File: src/rtl/uart_cmd_ctrl.sv
// uart_cmd_ctrl
//   Sequences the UART receive path. Accepts bytes from the uart_rcv byte
//   interface on rising edges of rx_rdy and pairs them into 16-bit commands,
//   high byte first. Each command is presented to the downstream command
//   processor with a ready/clear handshake. An inter-byte timeout discards a
//   lone high byte so the stream can resynchronise.
//
// Ports
//   clk          system clock, rising edge
//   rst_n        asynchronous active-low reset
//   rx_rdy       byte-valid level from uart_rcv (may stay high many cycles)
//   rx_data      received byte, valid while rx_rdy is high
//   clr_rx_rdy   one-cycle acknowledge, in the cycle after a byte is accepted
//   cmd          assembled command {high_byte, low_byte}
//   cmd_rdy      an unconsumed command is held in cmd
//   clr_cmd_rdy  consumer acknowledge; clears cmd_rdy and overrun
//   overrun      sticky: a command completed while cmd_rdy was still high
//   frm_err      one-cycle pulse: partial command discarded on timeout
module uart_cmd_ctrl #(
    parameter int TIMEOUT_CYCLES = 100000,  // must be >= 2
    parameter int TO_W           = 17       // 2**TO_W > TIMEOUT_CYCLES
) (
    input  logic        clk,
    input  logic        rst_n,
    input  logic        rx_rdy,
    input  logic [7:0]  rx_data,
    output logic        clr_rx_rdy,
    output logic [15:0] cmd,
    output logic        cmd_rdy,
    input  logic        clr_cmd_rdy,
    output logic        overrun,
    output logic        frm_err
);

    typedef enum logic {
        IDLE    = 1'b0,
        WAIT_LO = 1'b1
    } state_t;

    // Last counter value before the partial command is dropped.
    localparam logic [TO_W-1:0] TO_LAST = TO_W'(TIMEOUT_CYCLES - 1);

    state_t          state;
    logic [7:0]      hi_byte;
    logic [TO_W-1:0] to_cnt;
    logic            rx_rdy_q;

    logic accept;
    logic complete;

    // A byte is taken only on the rising edge of rx_rdy, so a level held for
    // the whole UART stop bit yields one accept. rx_rdy_q resets low, which
    // makes a level already high at reset release count as a new byte.
    assign accept   = rx_rdy & ~rx_rdy_q;
    assign complete = (state == WAIT_LO) & accept;

    // NOTE: every register here is assigned with <= so all updates use the
    // values from before the clock edge; mixing in = would make the result
    // depend on statement order.
    always_ff @(posedge clk or negedge rst_n) begin
        if (!rst_n) begin
            // NOTE: all state, including the data registers cmd and hi_byte,
            // is reset; the block holds no memory array that would need to be
            // left unreset.
            state      <= IDLE;
            hi_byte    <= 8'h00;
            to_cnt     <= '0;
            rx_rdy_q   <= 1'b0;
            clr_rx_rdy <= 1'b0;
            cmd        <= 16'h0000;
            cmd_rdy    <= 1'b0;
            overrun    <= 1'b0;
            frm_err    <= 1'b0;
        end else begin
            rx_rdy_q   <= rx_rdy;
            clr_rx_rdy <= accept;
            frm_err    <= 1'b0;

            // Completion beats a coincident clear: the new command is valid.
            if (complete) begin
                cmd_rdy <= 1'b1;
            end else if (clr_cmd_rdy) begin
                cmd_rdy <= 1'b0;
            end

            // A coincident clear wins over overrun: the consumer has just
            // read the previous command, so nothing was lost from its view.
            if (clr_cmd_rdy) begin
                overrun <= 1'b0;
            end else if (complete && cmd_rdy) begin
                overrun <= 1'b1;
            end

            case (state)
                IDLE: begin
                    if (accept) begin
                        hi_byte <= rx_data;
                        to_cnt  <= '0;
                        state   <= WAIT_LO;
                    end
                end
                WAIT_LO: begin
                    if (accept) begin
                        // A byte arriving on the timeout cycle still completes.
                        cmd   <= {hi_byte, rx_data};
                        state <= IDLE;
                    end else if (to_cnt == TO_LAST) begin
                        frm_err <= 1'b1;
                        hi_byte <= 8'h00;
                        state   <= IDLE;
                    end else begin
                        to_cnt <= to_cnt + TO_W'(1);
                    end
                end
                default: state <= IDLE;
            endcase
        end
    end

endmodule

File: config.mk
export PLATFORM = sky130hd
export DESIGN_NAME = uart_cmd_ctrl
export DESIGN_NICKNAME = d
export VERILOG_FILES = /design/src/rtl/uart_cmd_ctrl.sv
export SDC_FILE = /design/constraint.sdc
export NUM_CORES = 1
export LEC_CHECK = 0
export BUFFER_PORTS_ARGS = -buffer_cell sky130_fd_sc_hd__buf_2
export CORE_MARGIN = 2
export CORE_UTILIZATION = 46
export DETAILED_ROUTE_END_ITERATION = 7
export GPL_ROUTABILITY_DRIVEN = 0
export HOLD_SLACK_MARGIN = 0.08
export PLACE_DENSITY = 0.69
export SYNTH_ARGS = -nofsm -noshare
export SYNTH_HDL_FRONTEND = slang
export SYNTH_SLANG_ARGS = --single-unit
File: constraint.sdc
create_clock -name clk -period 1.5 [get_ports clk]
set_input_delay 0.3 -clock clk [delete_from_list [all_inputs] [get_ports clk]]
set_output_delay 0.3 -clock clk [all_outputs]
set_load 0.02 [all_outputs]
# --- After elaboration in Yosys (flattened, before gate mapping) ---
# Cells that the tools add are included.
op_classes:
  n_addsub: 1
  eq_ne: 5
  n_mux: 19
  n_bitwise: 4
  n_reduce_logical: 6
ops:
  columns: ["operator", "count"]
  rows:
  - ["$mux 17", 3]
  - ["$pmux 17 s2", 1]
  - ["$mux 8", 3]
  - ["$add 17x1->17 const B", 1]
  - ["$eq 17x17->1 const B", 1]
  - ["$pmux 8 s2", 1]
  - ["$mux 1", 10]
  - ["$ne 2x2->1 const B", 3]
  - ["$reduce_and 3->1", 2]
  - ["$reduce_bool 2->1", 2]
  - ["$and 1x1->1", 2]
  - ["$ne 2x1->1 const B", 1]
  - ["$not 1->1", 2]
  - ["$pmux 1 s2", 1]
  - ["$reduce_and 2->1", 1]
  - ["$logic_and 1x1->1", 1]
totals:
  reg_bits: 47
  inputBits: 12
  word_cells: 44

# --- Depth between registers and ports, before layout ---
# Gate-level depths: netlist of the first run.
logic_depth:
  ltp_word: 6
  mapped_depth: 7
  mapped_depth_nobuf: 6

# --- Worst setup path before layout of the first run ---
# No wires, ideal clock.
synth_path:
  path_type: "flip-flop to flip-flop"
  startpoint: "register to_cnt[0]"
  endpoint: "register hi_byte[0]"
  t_arrival_ps: 1558
  required_time_ps: 1434
  setup_slack_ps: -124
  path_stages_with_launch: 6
  path_buffers: 0
  synth_period_minus_slack_ps: 1624
  path_cell_list: "dfrtp_1 ha_1 and4_2 and4_1 a21oi_2 a22o_1"
synth_between:
  elab_chain_cells: 3
synth_rtl:
  columns: ["element", "line", "source"]
  rows:
  - ["start: declaration", "45", "logic [TO_W-1:0] to_cnt;"]
  - ["start signal: assignment", "112", "to_cnt <= to_cnt + TO_W'(1);"]
  - ["$eq 17x17->1", "107", "end else if (to_cnt == TO_LAST) begin"]
  - ["$ne 2x1->1 (no line)", null, null]
  - ["$reduce_and 3->1 (no line)", null, null]
  - ["end signal: assignment", "97", "hi_byte <= rx_data;"]
  - ["end: declaration", "44", "logic [7:0] hi_byte;"]
# Every way passes these cells.
# A chain may end at the register's enable or synchronous reset.

# --- Worst setup path after layout of the first run ---
layout_path:
  startpoint: "register to_cnt[11]"
  endpoint: "register to_cnt[15]"
layout_between:
  elab_chain_cells: 4
layout_rtl:
  columns: ["element", "line", "source"]
  rows:
  - ["$add 17x1->17", "112", null]
  - ["$mux 17", "107", null]
  - ["$mux 17", "103", "if (accept) begin"]
  - ["$pmux 17 s2", "94", "case (state)"]
# Parallel ways exist; a longest one is shown, timed or not. The select of a mux whose other input is x is not followed.

==> results of run 1 <==
routing by layer:
layer  vias to the layer above  part of all wire (%)  track usage, %
met5                         -                     0               0
met4                         0                   1.9            8.28
met3                        10                   3.5            4.34
met2                        48                    51            39.3
met1                       955                    43            31.9
li1                        891                     -               -
Yosys cell counts, types with 3 or more instances:
master and instances:
nor4_1 4, mux2_1 6, or3_1 5, mux2i_1 4, and3_1 3, nand3_1 4, mux2_2 11, nor2_1 6
nand2_1 11, a211o_1 3, a22o_1 8, buf_4 5, nand4_1 6, nor3_1 7, o21ai_0 4, inv_1 6
dfrtp_1 47
worst min-delay path by stage:
stage                            end  cells after the start    from  slack, ns
after floorplan           clr_rx_rdy                      0   rst_n      0.004
after global placement    to_cnt[11]                      2   rst_n       0.30
after detailed placement  clr_rx_rdy                      2   rst_n       0.30
after CTS                   rx_rdy_q                      1  rx_rdy       0.11
after global routing        rx_rdy_q                      1  rx_rdy       0.11
final                       rx_rdy_q                      1  rx_rdy       0.11
state kept, by name (all words and copies together) (netlist names):
| signal | cells |
|---|---|
| state | 1 |
| rx_rdy_q | 1 |
| cmd | 16 |
| clr_rx_rdy | 1 |
| cmd_rdy | 1 |
| overrun | 1 |
| to_cnt | 17 |
| frm_err | 1 |
| hi_byte | 8 |
what timing repair did:
item                                    CTS  global route
resized for setup                        27            22
hold endpoints to repair                 47             0
pin swaps                                17            14
endpoints found under the setup margin   26            27
hold buffers                              1             0
setup buffers                             9             3
report_power, final:
| group | switching (mW) | internal (mW) | leakage [nW] |
|---|---|---|---|
| Combinational | 0.775 | 0.773 | 0.898 |
| Sequential | 0.252 | 1.59 | 0.591 |
| Clock | 0.487 | 0.352 | 0.0511 |
| Total | 1.51 | 2.72 | 1.54 |
through the flow:
step / TNS, ns / hold WS [ns] / std cells / cell area, sq um
after floorplan: -0.172 / 0.00441 / 188 / 2290
after global placement: -2.64 / 0.302 / 322 / 2820
after detailed placement: -2.78 / 0.304 / 322 / 2820
after CTS: -1.34 / 0.106 / 340 / 3150
after global routing: -3.00 / 0.105 / 342 / 3250
final: -1.59 / 0.112 / 342 / 3250
placed cells by master (no fill, tap or decap), drive strengths merged, types with 2 or more instances in the layout:
cell / count
clkbuf: 5
o2111a: 2
nor2: 8
o21ai: 5
nor3: 7
nor2b: 2
or3: 5
nand4: 8
a41oi: 2
and3: 3
a221o: 2
mux2: 17
nor3b: 2
dfrtp: 47
inv: 11
nor4: 5
nand3: 5
nor4b: 2
o211ai: 3
and4: 2
buf: 87
mux2i: 4
a211o: 3
a21oi: 4
a22o: 8
nand2: 11
kinds of logic after synthesis:
family	share of synthesized area, %
multiplexers	10.3
AO/OA/AOI/OAI	13.6
AND/OR/NAND/NOR	17.7
XOR/XNOR	0.389
adder cells (fa/ha/maj)	1.00
buffers and inverters	4.67
flip-flops	52.3
layout make-up:
| type | instances | area, sq um |
|---|---|---|
| clock inverter | 3 | 28.8 |
| fill | 337 | 1470 |
| multi-input combinational | 124 | 1180 |
| inverter | 8 | 35.0 |
| sequential | 47 | 1190 |
| timing repair buffer | 88 | 668 |
| clock buffer | 5 | 68.8 |
| tap | 67 | 83.8 |
==> results.json, run 1 <==
{
  "power_mw": 4.23,
  "overflow": 0,
  "syn_to_final_growth_pct": 44.5,
  "cp-startpoint": "to_cnt[11]",
  "dr.pass1.iters": 4,
  "synth-seq-area-share_pct": 52.3,
  "path_class": "reg -> reg",
  "cpLargestDelayFamily": "simple AND/OR/NAND/NOR gates",
  "reg2reg_slack_ns": -0.21,
  "synthesis.area_sq_mm": 0.00225,
  "synth_nets": 201,
  "cts_buffers": 5,
  "num-nets-final": 287,
  "utilization_pct": 68.8,
  "pre_cts_ws_ns": -0.212,
  "crit_fanout": 7,
  "cts_tree": "yes",
  "grt_pass1_vias": 1901,
  "dieWidth_um": 73.9,
  "synth_flop_cell": "dfrtp_1",
  "cp.arrival_ns": 1.90,
  "grt_pass1_wl_mm": 9.66,
  "yosysTopAreaCell": "dfrtp_1",
  "tightest_slew_ns": 0.294,
  "viasPerCell": 5.57,
  "hold_violations": 0,
  "cts_root_buffer": "clkbuf_8",
  "io_buffers": 31,
  "layout_setup_ws_ns": -0.212,
  "io_pins": 32,
  "dp_hpwl_mm": 3.72,
  "finalCritPeriodShare_pct": 114,
  "cp_slowest_cell": "dfrtp_2",
  "grt_util_all_layers_pct": 23.8,
  "cts.path.max_buffers": 2,
  "antenna_found_initial": 0,
  "critical_path.max_stage_delay_ns": 0.45,
  "endpoint_kind": "flip-flop",
  "clock_sinks": 47,
  "die_area_sq_mm": 0.00547,
  "clock_latency_ns": 0.31,
  "fmax_ghz": 0.584,
  "htree_levels": 2,
  "first_iter_violations": 157,
  "vias": 1904,
  "synth.avg_cell_area_sq_um": 12.0,
  "cp.depth": 6,
  "startpoint_type": "flip-flop",
  "synth_top_area_share_pct": 52.3,
  "crit_top_cell": "buf_4",
  "async_reset_ff_share_pct": 100,
  "leakagePower_nw": 1.54,
  "synthCells": 188,
  "rows": 25,
  "timing.final.crit_period_ns": 1.71,
  "skew_ns": 0.0102,
  "netlist_top_cells_area": "dfrtp_1, mux2_2, a22o_1",
  "rsz0062_at_grt": "yes",
  "ir_drop_v": 0.00108,
  "crit_buf_inv": 2,
  "start_util_pct": 47.6,
  "post_drt_wl_per_cell_um": 17.4,
  "ys_seq_elements": 47,
  "path_cells": "buf_4, nand4_1, nor4_4, buf_4, xnor2_2, mux2i_1",
  "power_density_mw_per_mm2": 1300,
  "routed_wl_mm": 5.95,
  "status": "finished with violations",
  "reg2reg_from": "to_cnt[11]",
  "clkSlewWorstSetupHoldPaths_ns": 0.10,
  "num_antenna_cells": 0,
  "maxCapViolCount": 0,
  "worstPathRequired_ns": 1.69,
  "slew-limit-headroom_pct": 80.2,
  "cp-endpoint": "to_cnt[15]",
  "hold_path_class": "in -> reg",
  "coreArea_sq_mm": 0.00472,
  "final_max_slew_viol_count": 0,
  "synth_edf_count": 0,
  "r2r_end": "to_cnt[15]",
  "violations": "negative setup slack",
  "drc": 0,
  "post_synth_num_cell_types": 54,
  "drtAntennaViolNets": 0,
  "finalSetupViolCount": 20,
  "die-height_um": 73.9,
  "reg2reg_depth": 6,
  "yosysWarnings": 0,
  "drive_above_1_share_pct": 54.9,
  "grt_max_degree": 48
}
Power figures use the tool's default switching activity.
==> inputs of run 2 (changes only) <==
ABC_AREA = 1   (was default)
CORE_ASPECT_RATIO = 0.8   (was default)
MAX_ROUTING_LAYER = met4   (was default)
==> results.json, run 2 <==
{
  "status": "finished, final reports clean",
  "dpl.cell_count": 391,
  "io_buffers": 31,
  "grt_pass1_wl_mm": 7.87,
  "synth_flop_cell": "dfrtp_1",
  "stdcell_area_sq_mm": 0.00289,
  "grt_util_all_layers_pct": 18.5,
  "synth_top_area_share_pct": 50.8,
  "drtAntennaViolNets": 0,
  "reg2reg_from": "to_cnt[1]",
  "final_common_cell": "nand2_1",
  "maxCapViolCount": 0,
  "startpoint_type": "flip-flop",
  "final_max_slew_viol_count": 0,
  "synthMuxAreaShare_pct": 0,
  "yosysMostFrequentCell": "nand2_1",
  "async_reset_ff_share_pct": 100,
  "reg2reg_slack_ns": 0.04,
  "antenna_found_initial": 0,
  "routed_wl_mm": 4.83,
  "hold_path_class": "in -> reg",
  "cts.path.max_buffers": 2,
  "die_area_sq_mm": 0.00562,
  "endpoint_kind": "flip-flop",
  "synthesis.area_sq_mm": 0.00232,
  "die-height_um": 67.5,
  "post_drt_wl_per_cell_um": 12.0,
  "cp.arrival_ns": 1.70,
  "viasPerCell": 4.82,
  "overflow": 0,
  "placed_area_sq_mm": 0.00264,
  "synth_top_cells_by_count": "nand2_1, dfrtp_1, nor2_1, inv_1, nand3_1",
  "post_synth_num_cell_types": 27,
  "drive_above_1_share_pct": 30.5,
  "power_density_mw_per_mm2": 1230,
  "coreArea_sq_mm": 0.00492,
  "finalSetupViolCount": 0,
  "finalCritPeriodShare_pct": 97.4,
  "io_pins": 32,
  "hold_depth": 1,
  "grt_pass1_vias": 1668,
  "crit_fanout": 8,
  "path_cells": "ha_2, nand2_4, nor2_8, inv_2, nor2_4, nand2_4, nand2_8, nand2_1, o21ai_2",
  "htree_levels": 2,
  "timing.final.crit_period_ns": 1.46,
  "ys_seq_elements": 47,
  "drc": 0,
  "cp_slowest_cell": "dfrtp_1",
  "synth-compound-area-share_pct": 5.35,
  "skew_ns": 0.00439,
  "tightest_slew_ns": 0.393,
  "utilization_pct": 58.6,
  "synth_edf_count": 0,
  "slew-limit-headroom_pct": 73.8,
  "power_mw": 3.54,
  "num-nets-final": 353,
  "largest_reg_flops": 17,
  "dp_hpwl_mm": 3.39,
  "fmax_ghz": 0.685,
  "dieWidth_um": 83.3,
  "synth_top_family_by_area": "simple AND/OR/NAND/NOR gates",
  "synthXorXnorAreaFrac_pct": 3.40,
  "rows": 23,
  "yosys.area_share.simple_pct": 34.4,
  "first_iter_violations": 98,
  "reg_top3": "to_cnt (17), cmd (16), hi_byte (8)",
  "r2r_end": "to_cnt[2]",
  "leakagePower_nw": 1.47,
  "layout_common_cells": "nand2_1, dfrtp_1, buf_2",
  "hold_start": "rx_rdy",
  "dr.pass1.iters": 4,
  "yosysWarnings": 0,
  "vias": 1944,
  "rsz0062_at_grt": "yes",
  "reg2reg_depth": 9,
  "start_util_pct": 47.1,
  "fin_cells": 403,
  "synth-seq-area-share_pct": 50.8,
  "synth_nets": 302,
  "worstPathRequired_ns": 1.74,
  "clkSlewWorstSetupHoldPaths_ns": 0.09,
  "netlist_top_cells_area": "dfrtp_1, nand2_1, nor2_1",
  "ir_drop_v": 0.000848,
  "clock_sinks": 47,
  "hold_violations": 0,
  "syn_to_final_growth_pct": 24.6,
  "cts_buffers": 5,
  "critical_path.max_stage_delay_ns": 0.38,
  "synth_fa_ha_area_share_pct": 0.540,
  "synthCells": 289,
  "cts_root_buffer": "clkbuf_8",
  "crit_top_cell": "nand2_4",
  "synth.avg_cell_area_sq_um": 8.01,
  "yosysTopAreaCell": "dfrtp_1",
  "clock_latency_ns": 0.30,
  "setup_tns_ns": 0,
  "cts_tree": "yes",
  "path_class": "reg -> reg",
  "holdPathEnd": "rx_rdy_q",
  "grt_max_degree": 48,
  "top_register": "to_cnt",
  "num_antenna_cells": 0
}
==> run 2: cell types whose count changed after synthesis, moves of 6 or more <==
cell | previous run | this run
nor2_1 | 6 | 29
nand3_1 | 4 | 17
inv_2 | 1 | 7
a22o_1 | 8 | 0
nand2_1 | 11 | 115
xor2_1 | 0 | 6
mux2_2 | 11 | 0
nor3_1 | 7 | 1
inv_1 | 6 | 17
o21ai_1 | 1 | 16
mux2_1 | 6 | 0
==> run 2: how the worst max path moves through the flow <==
stage	start	endpoint	depth (start not counted)
2_1_floorplan	to_cnt[0]	to_cnt[2]	10
3_3_place_gp	to_cnt[0]	to_cnt[14]	8
3_5_place_dp	to_cnt[1]	to_cnt[13]	8
4_1_cts	to_cnt[1]	to_cnt[9]	9
5_1_grt	to_cnt[1]	to_cnt[13]	9
6_report	to_cnt[1]	to_cnt[2]	9
==> run 2: layout make-up <==
cell class,instances,area (sq um)
Clock buffer,6,82.6
Clock inverter,2,16.3
Fill cell,430,2040
Inverter,24,90.1
Multi-Input combinational cell,214,1140
Sequential cell,47,1180
Tap cell,62,77.6
Timing Repair Buffer,48,298
==> run 2: stage by stage <==
stage | hold slack, ns | worst slack (ns)
after global routing | 0.110 | -0.0626
after CTS | 0.106 | 0.00219
final | 0.114 | 0.0392
after global placement | 0.302 | -0.0320
after detailed placement | 0.301 | -0.101
after floorplan | 0.00441 | 0.0338
==> run 2: logic make-up after synthesis <==
group	count (synthesis)
AOI/OAI and AO/OA	22
xor gates and xnor gates	9
adders and majority gates	1
buffers and inverters	30
DFF	47
and+or+nand+nor	180
==> run 2: power breakdown <==
group / switching, mW / total (mW) / internal (mW) / leakage, nW
Combinational: 0.656 / 1.04 / 0.387 / 0.801
Clock: 0.448 / 0.825 / 0.377 / 0.0474
Sequential: 0.151 / 1.67 / 1.52 / 0.617
Total: 1.26 / 3.54 / 2.28 / 1.47
==> run 2: critical path: cells and delay by family, from the launching register on <==
| kind | cells | cell delay, ns |
|---|---|---|
| compound gates | 1 | 0.05 |
| fa+ha+maj | 1 | 0.22 |
| buf+inv | 1 | 0.05 |
| flops | 1 | 0.38 |
| simple gates | 6 | 0.69 |
==> run 2: metal layers <==
layer | wire (um) | part of all wire (%) | vias to the layer above | GRT usage (%)
li1 | - | - | 1005 | -
met1 | 2470 | 51 | 894 | 27.4
met2 | 2030 | 42 | 38 | 24.8
met3 | 266 | 5.5 | 7 | 3.91
met4 | 63 | 1.3 | 0 | 6.76
met5 | 0 | 0 | - | -
==> run 2: what timing repair did <==
| action | in CTS | in global routing |
|---|---|---|
| gates resized for setup | 2 | 30 |
| hold buffers | 1 | 0 |
| setup buffers | 0 | 1 |
| setup endpoints to repair | 9 | 26 |
| endpoints found under the hold margin | 47 | 0 |
| gates cloned | 0 | 2 |
| pin swaps | 0 | 8 |
==> inputs of run 3 (changes only) <==
CELL_PAD_IN_SITES_DETAIL_PLACEMENT = 0   (was default)
CELL_PAD_IN_SITES_GLOBAL_PLACEMENT = 2   (was default)
CORE_UTILIZATION = 30   (was 46)
PLACE_DENSITY = 0.75   (was 0.69)
==> results.json, run 3 (synthesis results as in run 2) <==
{
  "status": "finished, final reports clean",
  "worstPathRequired_ns": 1.70,
  "die_area_sq_mm": 0.00844,
  "finalSetupViolCount": 0,
  "overflow": 0,
  "clock_sinks": 47,
  "reg_top3": "to_cnt (17), cmd (16), hi_byte (8)",
  "hold_violations": 0,
  "drc": 0,
  "timing.final.crit_period_ns": 1.45,
  "finalCritPeriodShare_pct": 96.9,
  "cts_root_buffer": "clkbuf_8",
  "grt_util_all_layers_pct": 14.9,
  "htree_levels": 2,
  "dieWidth_um": 102,
  "layout_setup_ws_ns": 0.0469,
  "final_max_slew_viol_count": 0,
  "fmax_ghz": 0.688,
  "ir_drop_v": 0.000461,
  "first_iter_violations": 81,
  "skew_ns": 0.0102,
  "routed_wl_mm": 5.62,
  "setup_tns_ns": 0,
  "vias": 1973,
  "cp.arrival_ns": 1.66,
  "viasPerCell": 4.30,
  "crit_fanout": 4,
  "holdWs_ns": 0.118,
  "start_util_pct": 31.2,
  "io_pins": 32,
  "grt_pass1_vias": 1847,
  "rsz0062_at_grt": "yes",
  "drtAntennaViolNets": 0,
  "pre_cts_ws_ns": -0.113,
  "clkSlewWorstSetupHoldPaths_ns": 0.09,
  "die-height_um": 82.6,
  "antenna_found_initial": 0,
  "cts.path.max_buffers": 2,
  "fin_cells": 459,
  "post_drt_wl_per_cell_um": 12.3,
  "cts_buffers": 5,
  "dpl.cell_count": 445,
  "clock_latency_ns": 0.30,
  "placed_area_sq_mm": 0.00277,
  "power_switching_mw": 1.31,
  "comb_power_share_pct": 29.4,
  "path_cells": "ha_4, nand2_4, nor2_8, inv_2, nor2_4, buf_4, nand3_4, nand3_1, nand2_1",
  "coreArea_sq_mm": 0.00743,
  "crit_buf_inv": 2,
  "dp_hpwl_mm": 3.87,
  "path_class": "reg -> reg",
  "num-nets-final": 366,
  "cp_slowest_cell": "dfrtp_1",
  "grt_pass1_wl_mm": 9.20,
  "tightest_slew_ns": 0.261,
  "layout_common_cells": "nand2_1, dfrtp_1, buf_2",
  "grt_max_degree": 48,
  "cts_tree": "yes",
  "drive_above_1_share_pct": 31.9,
  "startpoint_type": "flip-flop",
  "power_density_mw_per_mm2": 1230,
  "maxCapViolCount": 0,
  "endpoint_kind": "flip-flop",
  "p_int_mw": 2.45,
  "cpLargestDelayFamily": "simple AND/OR/NAND/NOR gates",
  "leakagePower_nw": 1.55,
  "largest_reg_flops": 17,
  "syn_to_final_growth_pct": 32.5,
  "power_mw": 3.77,
  "slew-limit-headroom_pct": 82.6,
  "dr.pass1.iters": 4,
  "critical_path.max_stage_delay_ns": 0.42,
  "rows": 28,
  "top_register": "to_cnt",
  "hold_path_class": "in -> reg",
  "switching_share_pct": 34.9,
  "final_common_cell": "nand2_1",
  "utilization_pct": 41.3,
  "seqPwrFrac_pct": 45.1,
  "num_antenna_cells": 0,
  "io_buffers": 31,
  "p_clk_share_pct": 25.5,
  "stdcell_area_sq_mm": 0.00307
}
run 3: changes by cell type in the layout (fill, tap and decap cells not counted), moves of 2 or more:
cell / delta
inv_1: -2
nand3_1: -2
buf_4: +11
nand2_4: +3
nand2_2: -11
nand2_1: +10
run 3: timing repair:
action | in CTS | in global routing
pin swaps | 6 | 15
endpoints found under the hold margin | 47 | 0
hold buffers | 1 | 0
buffers inserted | 1 | 2
setup endpoints to repair | 25 | 27
gates resized for setup | 8 | 26
cloned | 2 | 1
run 3: area by class of cell:
class	count	area [sq um]
multi-input combinational	215	1160
clock inverter	3	46.3
tap	105	131
fill	771	4360
sequential	47	1180
inverter	24	92.6
timing repair buffer	60	392
clock buffer	5	68.8
run 3: layer usage:
layer | GRT usage, % | wire length [um]
met5 | - | 0
met4 | 4.80 | 61
met3 | 2.61 | 195
met2 | 20.1 | 2380
met1 | 22.3 | 2990
run 3: power groups by stage:
stage | clock [mW] | sequential (mW) | combinational [mW]
after CTS | 0.999 | 1.68 | 1.06
after global routing | 1.05 | 1.74 | 1.23
after floorplan | 0 | 1.88 | 0.435
after detailed placement | 0 | 1.71 | 0.994
after global placement | 0 | 1.70 | 0.985
final | 0.961 | 1.70 | 1.11
run 3: final timing paths:
path,depth (start not counted),slack (ns),start,to
max,9,0.05,to_cnt[0],hi_byte[3]
min,1,0.12,rx_rdy,rx_rdy_q
max reg2reg,9,0.05,to_cnt[0],hi_byte[3]
min reg2reg,2,0.47,cmd[10],cmd[10]
max in group asynchronous,3,0.77,rst_n,hi_byte[5]
min in group asynchronous,3,0.50,rst_n,to_cnt[8]
run 3: worst reg2reg max path, delay by kind of cell (launching register included):
kind	cells	cell delay [ns]
adder cells (fa/ha/maj)	1	0.18
buffers and inverters	2	0.20
flip-flops	1	0.42
AND/OR/NAND/NOR	6	0.56
